<file path="config.mk">
export PLATFORM = sky130hd
export DESIGN_NAME = ball_engine
export DESIGN_NICKNAME = d
export VERILOG_FILES = /design/src/rtl/ball_engine.sv
export SDC_FILE = /design/constraint.sdc
export NUM_CORES = 1
export LEC_CHECK = 0
export BUFFER_PORTS_ARGS = -buffer_cell sky130_fd_sc_hd__buf_2
export CAP_MARGIN = 20
export CORE_MARGIN = 2
export CORE_UTILIZATION = 55
export DETAILED_ROUTE_END_ITERATION = 10
export GPL_ROUTABILITY_DRIVEN = 0
export PLACE_DENSITY = 0.75
export SLEW_MARGIN = 10
export SYNTH_ARGS = -nofsm -noshare
export SYNTH_HDL_FRONTEND = slang
export SYNTH_SLANG_ARGS = --single-unit
</file>
<file path="constraint.sdc">
create_clock -name clock -period 5 [get_ports clock]
set_input_delay 1.5 -clock clock [delete_from_list [all_inputs] [get_ports clock]]
set_output_delay 1.5 -clock clock [all_outputs]
set_load 0.02 [all_outputs]
</file>
<file path="src/rtl/ball_engine.sv">
`default_nettype none
// ============================================================================
//  Module   : ball_engine
//  Purpose  : Single-paddle ball game engine: motion ticks, reflections,
//             paddle hits, misses, scoring and serve sequencing.
//  Revision : 1.0  initial release
// ============================================================================
module ball_engine #(
   parameter int BALL_SIZE      = 5,
   parameter int PADDLE_BREADTH = 5,
   parameter int PADDLE_LENGTH  = 15,
   parameter int PADDLE_X       = 220,
   parameter int WALL_X         = 3,
   parameter int Y_TOP          = 0,
   parameter int Y_BOTTOM       = 165,
   parameter int SERVE_X        = 120,
   parameter int SERVE_Y        = 80,
   parameter int TICK_DIV       = 500000,
   parameter int SERVE_TICKS    = 30,
   parameter int WIN_SCORE      = 10
) (
   input  logic       clock,
   input  logic       resetApp,
   input  logic       resetGame,
   input  logic       enableGame,
   input  logic [8:0] paddle_y,
   output logic [7:0] ball_x,
   output logic [8:0] ball_y,
   output logic [7:0] score,
   output logic [7:0] missCount,
   output logic       tickStrobe
);

   localparam int c_TICK_W  = (TICK_DIV > 1) ? $clog2(TICK_DIV) : 1;
   localparam int c_SERVE_W = (SERVE_TICKS > 1) ? $clog2(SERVE_TICKS) : 1;
   localparam logic [c_TICK_W-1:0]  c_TICK_LAST  = c_TICK_W'(TICK_DIV - 1);
   localparam logic [c_SERVE_W-1:0] c_SERVE_LAST = c_SERVE_W'(SERVE_TICKS - 1);
   localparam logic [9:0] c_WALL_LIM = 10'(WALL_X + BALL_SIZE);
   localparam logic [9:0] c_TOP_LIM  = 10'(Y_TOP + BALL_SIZE);
   localparam logic [9:0] c_BOTTOM   = 10'(Y_BOTTOM);
   localparam logic [9:0] c_BALL     = 10'(BALL_SIZE);
   localparam logic [9:0] c_CONTACT  = 10'(BALL_SIZE + PADDLE_BREADTH);
   localparam logic [9:0] c_PADDLE_X = 10'(PADDLE_X);
   localparam logic [9:0] c_REACH    = 10'(PADDLE_LENGTH + BALL_SIZE);
   localparam logic [9:0] c_MISS_X   = 10'd239;
   localparam logic [7:0] c_SERVE_X  = 8'(SERVE_X);
   localparam logic [8:0] c_SERVE_Y  = 9'(SERVE_Y);
   localparam logic [7:0] c_WIN      = 8'(WIN_SCORE);

   typedef enum logic [2:0] {
      S_IDLE  = 3'd0,
      S_SERVE = 3'd1,
      S_MOVE  = 3'd2,
      S_MISS  = 3'd3,
      S_WON   = 3'd4
   } state_t;

   state_t                r_state;
   logic [c_TICK_W-1:0]   r_tickCount;
   logic [c_SERVE_W-1:0]  r_serveCount;
   logic                  r_dirRight;
   logic                  r_dirDown;

   logic                  w_tick;
   logic [c_TICK_W-1:0]   w_tickCountNext;
   logic [9:0]            w_x10, w_y10, w_p10;
   logic                  w_miss, w_hit;
   logic [7:0]            w_nextX;
   logic [8:0]            w_nextY;
   logic                  w_nextRight, w_nextDown;
   logic [7:0]            w_scoreInc;

   assign w_tick     = enableGame && (r_tickCount == c_TICK_LAST);
   assign w_x10      = {2'b00, ball_x};
   assign w_y10      = {1'b0, ball_y};
   assign w_p10      = {1'b0, paddle_y};
   assign w_scoreInc = score + 8'd1;

   // Constants sit on the opposite side of every comparison so nothing underflows.
   assign w_miss = r_dirRight && (w_x10 + c_BALL >= c_MISS_X);
   assign w_hit  = r_dirRight && (w_x10 + c_CONTACT == c_PADDLE_X)
                   && (w_y10 + c_REACH >= w_p10) && (w_p10 + c_REACH >= w_y10);

   always_comb begin
      w_tickCountNext = r_tickCount;
      if (enableGame) begin
         w_tickCountNext = w_tick ? '0 : r_tickCount + 1'b1;
      end
   end

   always_comb begin
      w_nextRight = r_dirRight;
      w_nextDown  = r_dirDown;
      w_nextX     = ball_x + 8'd1;
      w_nextY     = ball_y + 9'd1;
      if (r_dirRight) begin
         if (w_hit) begin
            w_nextRight = 1'b0;
            w_nextX     = ball_x - 8'd1;
         end
      end else if (w_x10 <= c_WALL_LIM) begin
         w_nextRight = 1'b1;
      end else begin
         w_nextX = ball_x - 8'd1;
      end
      if (r_dirDown) begin
         if (w_y10 + c_BALL >= c_BOTTOM) begin
            w_nextDown = 1'b0;
            w_nextY    = ball_y - 9'd1;
         end
      end else if (w_y10 > c_TOP_LIM) begin
         w_nextY = ball_y - 9'd1;
      end else begin
         w_nextDown = 1'b1;
      end
   end

   always_ff @(posedge clock or posedge resetApp) begin
      if (resetApp) begin
         r_state      <= S_IDLE;
         r_tickCount  <= '0;
         r_serveCount <= '0;
         r_dirRight   <= 1'b1;
         r_dirDown    <= 1'b1;
         ball_x       <= c_SERVE_X;
         ball_y       <= c_SERVE_Y;
         score        <= 8'd0;
         missCount    <= 8'd0;
         tickStrobe   <= 1'b0;
      end else if (resetGame) begin
         r_state      <= S_IDLE;
         r_tickCount  <= '0;
         r_serveCount <= '0;
         r_dirRight   <= 1'b1;
         r_dirDown    <= 1'b1;
         ball_x       <= c_SERVE_X;
         ball_y       <= c_SERVE_Y;
         score        <= 8'd0;
         missCount    <= 8'd0;
         tickStrobe   <= 1'b0;
      end else begin
         r_tickCount <= w_tickCountNext;
         tickStrobe  <= enableGame && (w_tickCountNext == c_TICK_LAST);
         case (r_state)
            S_IDLE: begin
               if (enableGame) r_state <= S_SERVE;
            end
            S_SERVE: begin
               if (w_tick) begin
                  if (r_serveCount == c_SERVE_LAST) begin
                     r_serveCount <= '0;
                     r_dirRight   <= 1'b1;
                     r_dirDown    <= 1'b1;
                     r_state      <= S_MOVE;
                  end else begin
                     r_serveCount <= r_serveCount + 1'b1;
                  end
               end
            end
            S_MOVE: begin
               if (w_tick) begin
                  if (w_miss) begin
                     missCount <= missCount + 8'd1;
                     r_state   <= S_MISS;
                  end else begin
                     ball_x     <= w_nextX;
                     ball_y     <= w_nextY;
                     r_dirRight <= w_nextRight;
                     r_dirDown  <= w_nextDown;
                     if (w_hit) begin
                        if (w_scoreInc >= c_WIN) begin
                           score   <= c_WIN;
                           r_state <= S_WON;
                        end else begin
                           score <= w_scoreInc;
                        end
                     end
                  end
               end
            end
            S_MISS: begin
               if (w_tick) begin
                  if (r_serveCount == c_SERVE_LAST) begin
                     r_serveCount <= '0;
                     ball_x       <= c_SERVE_X;
                     ball_y       <= c_SERVE_Y;
                     r_state      <= S_SERVE;
                  end else begin
                     r_serveCount <= r_serveCount + 1'b1;
                  end
               end
            end
            S_WON: begin
               r_state <= S_WON;
            end
            default: begin
               r_state <= S_IDLE;
            end
         endcase
      end
   end

endmodule
`default_nettype wire

</file>
==> results of run 1 <==
==> worst max-delay path, stage by stage <==
cell,delay (ns)
buf_2,0.10
ha_1,0.18
o21ai_0,0.16
or3_1,0.35
xnor2_1,0.15
ha_1,0.16
a31oi_1,0.06
a2111o_1,0.51
nor3_4,0.46
a21oi_1,0.27
a31oi_1,0.19
o21ai_0,0.09
==> layer usage <==
metal | routed length [um] | vias up | track usage [%]
met2 | 5170 | 79 | 38.8
met3 | 443 | 12 | 4.82
met4 | 86 | 0 | 4.21
met1 | 5390 | 2116 | 33.7
li1 | - | 2139 | -
met5 | 0 | - | 0
==> kinds of logic after synthesis <==
group | after synthesis | synth area share (%)
AOI/OAI and AO/OA | 139 | 19.0
xor gates and xnor gates | 39 | 6.96
muxes | 14 | 2.93
adders and majority gates | 39 | 9.94
and+or+nand+nor | 222 | 24.0
buffers and inverters | 57 | 4.84
DFF | 63 | 32.3
==> synthesized netlist by cell type (all sizes together) (13+ instances only) <==
cell type / number
xnor2: 26
xor2: 13
ha: 39
nor3: 19
dfrtp: 55
nand4: 14
nand3: 22
or3: 15
nand2: 48
o21ai: 41
inv: 34
a21oi: 36
nor2: 53
==> how the worst max path moves through the flow <==
stage	endpoint	slack, ns	depth (start not counted)
after floorplan	ball_x[3]	1.02	11
after global placement	score[3]	0.80	12
after detailed placement	score[3]	0.72	12
after CTS	score[3]	1.08	12
after global routing	score[3]	0.80	12
final	score[3]	1.05	12
==> layout make-up <==
cell class / count / area [um^2] / area share (%)
multi-input cells: 453 / 3090 / 57.1
flip-flops and latches: 63 / 1590 / 29.3
clock buffers: 10 / 128 / 2.36
inverters: 34 / 128 / 2.36
well taps: 108 / 135 / 2.50
clock inverters: 6 / 93.8 / 1.73
repair buffers: 49 / 253 / 4.67
==> sequential cells by signal (all words and copies together), names as in the netlist <==
name          cells
ball_x            8
ball_y            9
missCount         8
r_dirDown         1
r_dirRight        1
r_serveCount      5
r_state           3
r_tickCount      19
score             8
tickStrobe        1
==> power groups by stage <==
stage	logic (mW)	registers (mW)	clock network, mW
after floorplan	0.141	0.535	0
after global placement	0.154	0.553	0
after detailed placement	0.159	0.553	0
after CTS	0.160	0.543	0.515
after global routing	0.184	0.547	0.533
final	0.160	0.543	0.504
==> metrics by stage <==
step	worst slack, ns	instances	cell area [um^2]	power [mW]
2_1_floorplan	1.02	573	4910	0.676
3_3_place_gp	0.802	707	5190	0.707
3_5_place_dp	0.723	707	5190	0.712
4_1_cts	1.08	723	5420	1.22
5_1_grt	0.796	723	5420	1.26
6_report	1.05	723	5420	1.21
==> results_dict.tcl, run 1 <==
set metrics [dict create \
    netlist.area_leader.share_pct 28.0 \
    async_flop_share_pct 100 \
    cp-startpoint "paddle_y[2]" \
    status "complete, no violations" \
    final_cell_mix "dfrtp_1 (55), nor2_1 (53), nand2_1 (48)" \
    worstHoldStart "missCount[7]" \
    hpwlAfterDp_um 8010 \
    n_fill_cell 752 \
    clock_latency_ns 0.35 \
    clk_pin_slew_ns 0.08 \
    wl_per_cell_um 15.4 \
    drv_slew 0 \
    p_sw_share_pct 27.9 \
    fin_crit_ns 3.95 \
    drt-total-wl_um 11100 \
    hold_viol_final 0 \
    drive_gt1_share_pct 15.4 \
    netlist-cell-type-count 76 \
    num-nets-final 662 \
    max_slew_margin_pct 59.7 \
    setup_viol 0 \
    dieArea_mm2 0.00970 \
    hp-class "register to register" \
    ant_nets 0 \
    reg2reg_slack_ns 1.82 \
    whs_endpoint "missCount[7]" \
    row_count 34 \
    worst_r2r_path_depth 12 \
    grt_pass1_vias 4160 \
    cts_max_level 3 \
    critPathKind "input port to register" \
    cts_buffer_depth 2 \
    synth-edff-count 0 \
    ys.flop_type "dfrtp_1" \
    fin_setup_tns_ns 0 \
    drc 0 \
    syn_avg_cell_area_um2 8.57 \
    cts_root_buf "clkbuf_8" \
    io_buffer_count 46 \
    gr-usage-all-layers_pct 23.9 \
    yosysSeqAreaShare_pct 32.3 \
    initial_core_util_pct 56.6 \
    diodes 0 \
    firstDrtPassIters 5 \
    netlist_area_mm2 0.00491 \
    via_per_inst 6.01 \
    power_leakage_nw 2.35 \
    cts.sinks 63 \
    grt.overflow.total 0 \
    cts_resized 0 \
    ios 47 \
    fin_crit_sh_pct 79.0 \
    vias 4346 \
    setup.worst_path.start_class "input port" \
    synth_warnings 0 \
    cts_hold_buffers 0 \
    reg2reg_from "ball_y[6]" \
    die_y_um 98.5 \
    syn_to_final_growth_pct 10.3 \
    ir_drop_uv 173 \
    combPwrFrac_pct 13.2 \
    post-cts-setup-buffers 0 \
    pwr_density_cell_mw_per_mm2 223 \
    cp.required_ns 5.23 \
    power.internal_mw 0.871 \
    antenna_found_initial 0 \
    drt_iter0_markers 275 \
    grt_max_degree 38 \
    finClkSkew_ns 0.0142 \
    holdPathStages 2 \
    r2r-end "score[3]" \
    postLayoutCoreUtil_pct 62.4 \
    max_freq_ghz 0.253 \
    synth_largest_area_cell "dfrtp_1" \
    cts_tree "yes" \
    final_common_cell "dfrtp_1" \
    switching_power_mw 0.336 \
    grt_pass1_wl_um 19300 \
    maxCapViolations 0 \
    synth_nets 625 \
    die_x_um 98.5 \
    postSynthCellCount 573 \
    worstMarginPinSlew_ns 0.603 \
    seq_power_share_pct 45.0 \
    crit_path_end_kind "register" \
    synth_seq_cells 63 \
    rsz0062_at_grt "no" \
    critPathMaxFanout 10 \
    power.clock.fraction_pct 41.7 \
    synthTopCellsByArea "dfrtp_1 (28%), ha_1 (9.9%), xnor2_1 (4.6%), dfstp_2 (4.3%), nor2_1 (4.1%)" \
    core_area_mm2 0.00868 \
    cts_inserted_buffers 9 \
    worstPathArrival_ns 4.18 \
    whs_ns 0.540 \
]
(Power assumes the default switching activity.)
==> inputs of run 2 (changes only) <==
Settings changed: ABC_AREA set to 1, PLACE_DENSITY 0.75 to 0.77.
Clock period 5 ns to 3.5 ns, I/O delays scaled along.
==> results_dict.tcl, run 2 <==
set metrics [dict create \
    status "complete, no violations" \
    largest_reg_flops 19 \
    max_freq_ghz 0.315 \
    num-nets-final 898 \
    dp.cells 968 \
    worstHoldStart "r_serveCount[4]" \
    grt_max_degree 37 \
    preCtsSetupSlack_ns -0.0337 \
    synth-edff-count 0 \
    reg_top3 "r_tickCount (19), ball_y (9)" \
    drt_iter0_markers 347 \
    die_x_um 105 \
    synth_largest_area_cell "dfrtp_1" \
    cts_resized 0 \
    antenna_found_initial 0 \
    n_fill_cell 935 \
    drive_gt1_share_pct 15.7 \
    netlist.area_leader.share_pct 24.7 \
    maxCapViolations 0 \
    drt-total-wl_um 13900 \
    vias 5416 \
    ant_nets 0 \
    worstPathArrival_ns 3.41 \
    synthTopCellsByArea "dfrtp_1 (25%), nand2_1 (11%), ha_1 (8.8%), inv_1 (7.1%), nand3_1 (6.9%)" \
    synth_nets 854 \
    gr-usage-all-layers_pct 25.9 \
    fin_setup_tns_ns 0 \
    power.internal_mw 1.83 \
    drc 0 \
    finClkSkew_ns 0.0138 \
    die_y_um 105 \
    hpwlAfterDp_um 10600 \
    wl_per_cell_um 14.2 \
    initial_core_util_pct 56.7 \
    stdcell_count 984 \
    syn_to_final_growth_pct 10.2 \
    power_leakage_nw 3.09 \
    diodes 0 \
    top_register "r_tickCount" \
    total_power_mw 3.44 \
    clk_pin_slew_ns 0.08 \
    synth_seq_cells 63 \
    row_count 36 \
    netlist_area_mm2 0.00557 \
    switching_power_mw 1.60 \
    async_flop_share_pct 100 \
    syn_avg_cell_area_um2 6.95 \
    reg2reg_slack_ns 0.75 \
    yosysSeqAreaShare_pct 28.5 \
    cts_buffer_depth 2 \
    cp.required_ns 3.74 \
    ir_drop_uv 486 \
    core_area_mm2 0.00982 \
    pwr_density_cell_mw_per_mm2 560 \
    p_sw_share_pct 46.6 \
    cts.sinks 63 \
    final_cell_mix "nand2_1 (168), inv_1 (105), nor2_1 (102)" \
    drv_slew 0 \
    hp-class "register to register" \
    cts_hold_buffers 0 \
    firstDrtPassIters 5 \
    worstMarginPinSlew_ns 0.765 \
    grt_pass1_vias 5260 \
    hold_viol_final 0 \
    fin_crit_sh_pct 90.6 \
    critPathKind "input port to register" \
    design_area_mm2 0.00614 \
    max_slew_margin_pct 48.9 \
    post-cts-setup-buffers 0 \
    netlist-cell-type-count 45 \
    setup_viol 0 \
    cts_tree "yes" \
    worst_slack_ns 0.329 \
    grt.overflow.total 0 \
    critPathMaxFanout 8 \
    final_common_cell "nand2_1" \
    setup.worst_path.start_class "input port" \
    clock_latency_ns 0.34 \
    cts_inserted_buffers 9 \
    combPwrFrac_pct 47.8 \
    cp-startpoint "paddle_y[2]" \
    cts_max_level 3 \
    synth.most_common_cell "nand2_1" \
    power.clock.fraction_pct 21.6 \
    place_area_mm2 0.00591 \
    dieArea_mm2 0.0110 \
    ys.flop_type "dfrtp_1" \
    crit_path_end_kind "register" \
    synth_warnings 0 \
    io_buffer_count 46 \
    cts_root_buf "clkbuf_8" \
    ios 47 \
    seq_power_share_pct 30.6 \
    fin_crit_ns 3.17 \
    grt_pass1_wl_um 23800 \
    postSynthCellCount 802 \
    via_per_inst 5.50 \
    rsz0062_at_grt "no" \
    ys_top_cells_by_count "nand2_1 (168), inv_1 (106), nor2_1 (102)" \
    reg2reg_from "ball_y[2]" \
]
run 2: changes by cell type in the layout (fill, tap and decap cells not counted), moves of 11 or more:
cell     change
a21oi_1     -11
inv_1       +73
inv_2       +11
mux2i_1     -11
nand2_1    +120
nand3_1     +56
nor2_1      +49
o21ai_0     -16
o21ai_1     +14
or3_1       -14
xnor2_1     -19
xor2_1      +25
run 2: final cells by class:
| type | count | area [um^2] | area share (%) |
|---|---|---|---|
| flip-flops and latches | 63 | 1590 | 25.8 |
| multi-input cells | 602 | 3430 | 55.9 |
| well taps | 133 | 166 | 2.71 |
| clock buffers | 10 | 138 | 2.24 |
| inverters | 119 | 447 | 7.27 |
| clock inverters | 6 | 93.8 | 1.53 |
| repair buffers | 51 | 280 | 4.56 |
run 2: power by group through the flow:
stage	Combinational [mW]	Clock (mW)	Sequential (mW)
6_report	1.64	0.742	1.05
5_1_grt	1.84	0.779	1.07
4_1_cts	1.62	0.747	1.05
3_5_place_dp	1.61	0	1.06
3_3_place_gp	1.55	0	1.06
2_1_floorplan	1.26	0	1.02
run 2: critical path, cell delays in order:
cell      delay (ns)
buf_2           0.11
ha_1            0.21
o21ai_0         0.28
xor2_1          0.18
inv_1           0.07
ha_1            0.27
nand2_1         0.06
nand3b_1        0.19
nor2_1          0.13
nor2_1          0.05
nand3_1         0.22
nand3_2         0.23
nand3_2         0.13
nand2_2         0.09
nand2_1         0.08
o21ai_2         0.05
run 2: per-stage QoR:
step | util [%] | hold WS (ns)
final | 62.6 | 0.488
after global routing | 62.6 | 0.510
after CTS | 62.6 | 0.487
after detailed placement | 60.2 | 0.473
after global placement | 60.2 | 0.460
after floorplan | - | 0.444
run 2: kinds of logic after synthesis:
group           count (synthesis)  synth area share [%]
compound gates                 93                  10.4
flops                          63                  28.5
buf+inv                       137                  9.95
simple gates                  425                  35.3
fa+ha+maj                      39                  8.76
xor+xnor                       45                  7.07
run 2: layer usage:
metal / global-route usage, % / part of all wire, %
met1: 33.1 / 44
met4: 7.14 / 1.5
met3: 4.12 / 4.9
met2: 45.3 / 50
met5: 0 / 0
run 2: path summary, 6_finish.rpt:
kind / end / cells after the start
min in group asynchronous: score[5] / 2
setup / recovery: r_state[0] / 16
hold / removal: r_serveCount[4] / 1
max in group asynchronous: r_tickCount[6] / 3
setup reg to reg: r_state[0] / 16
hold reg to reg: r_serveCount[4] / 1
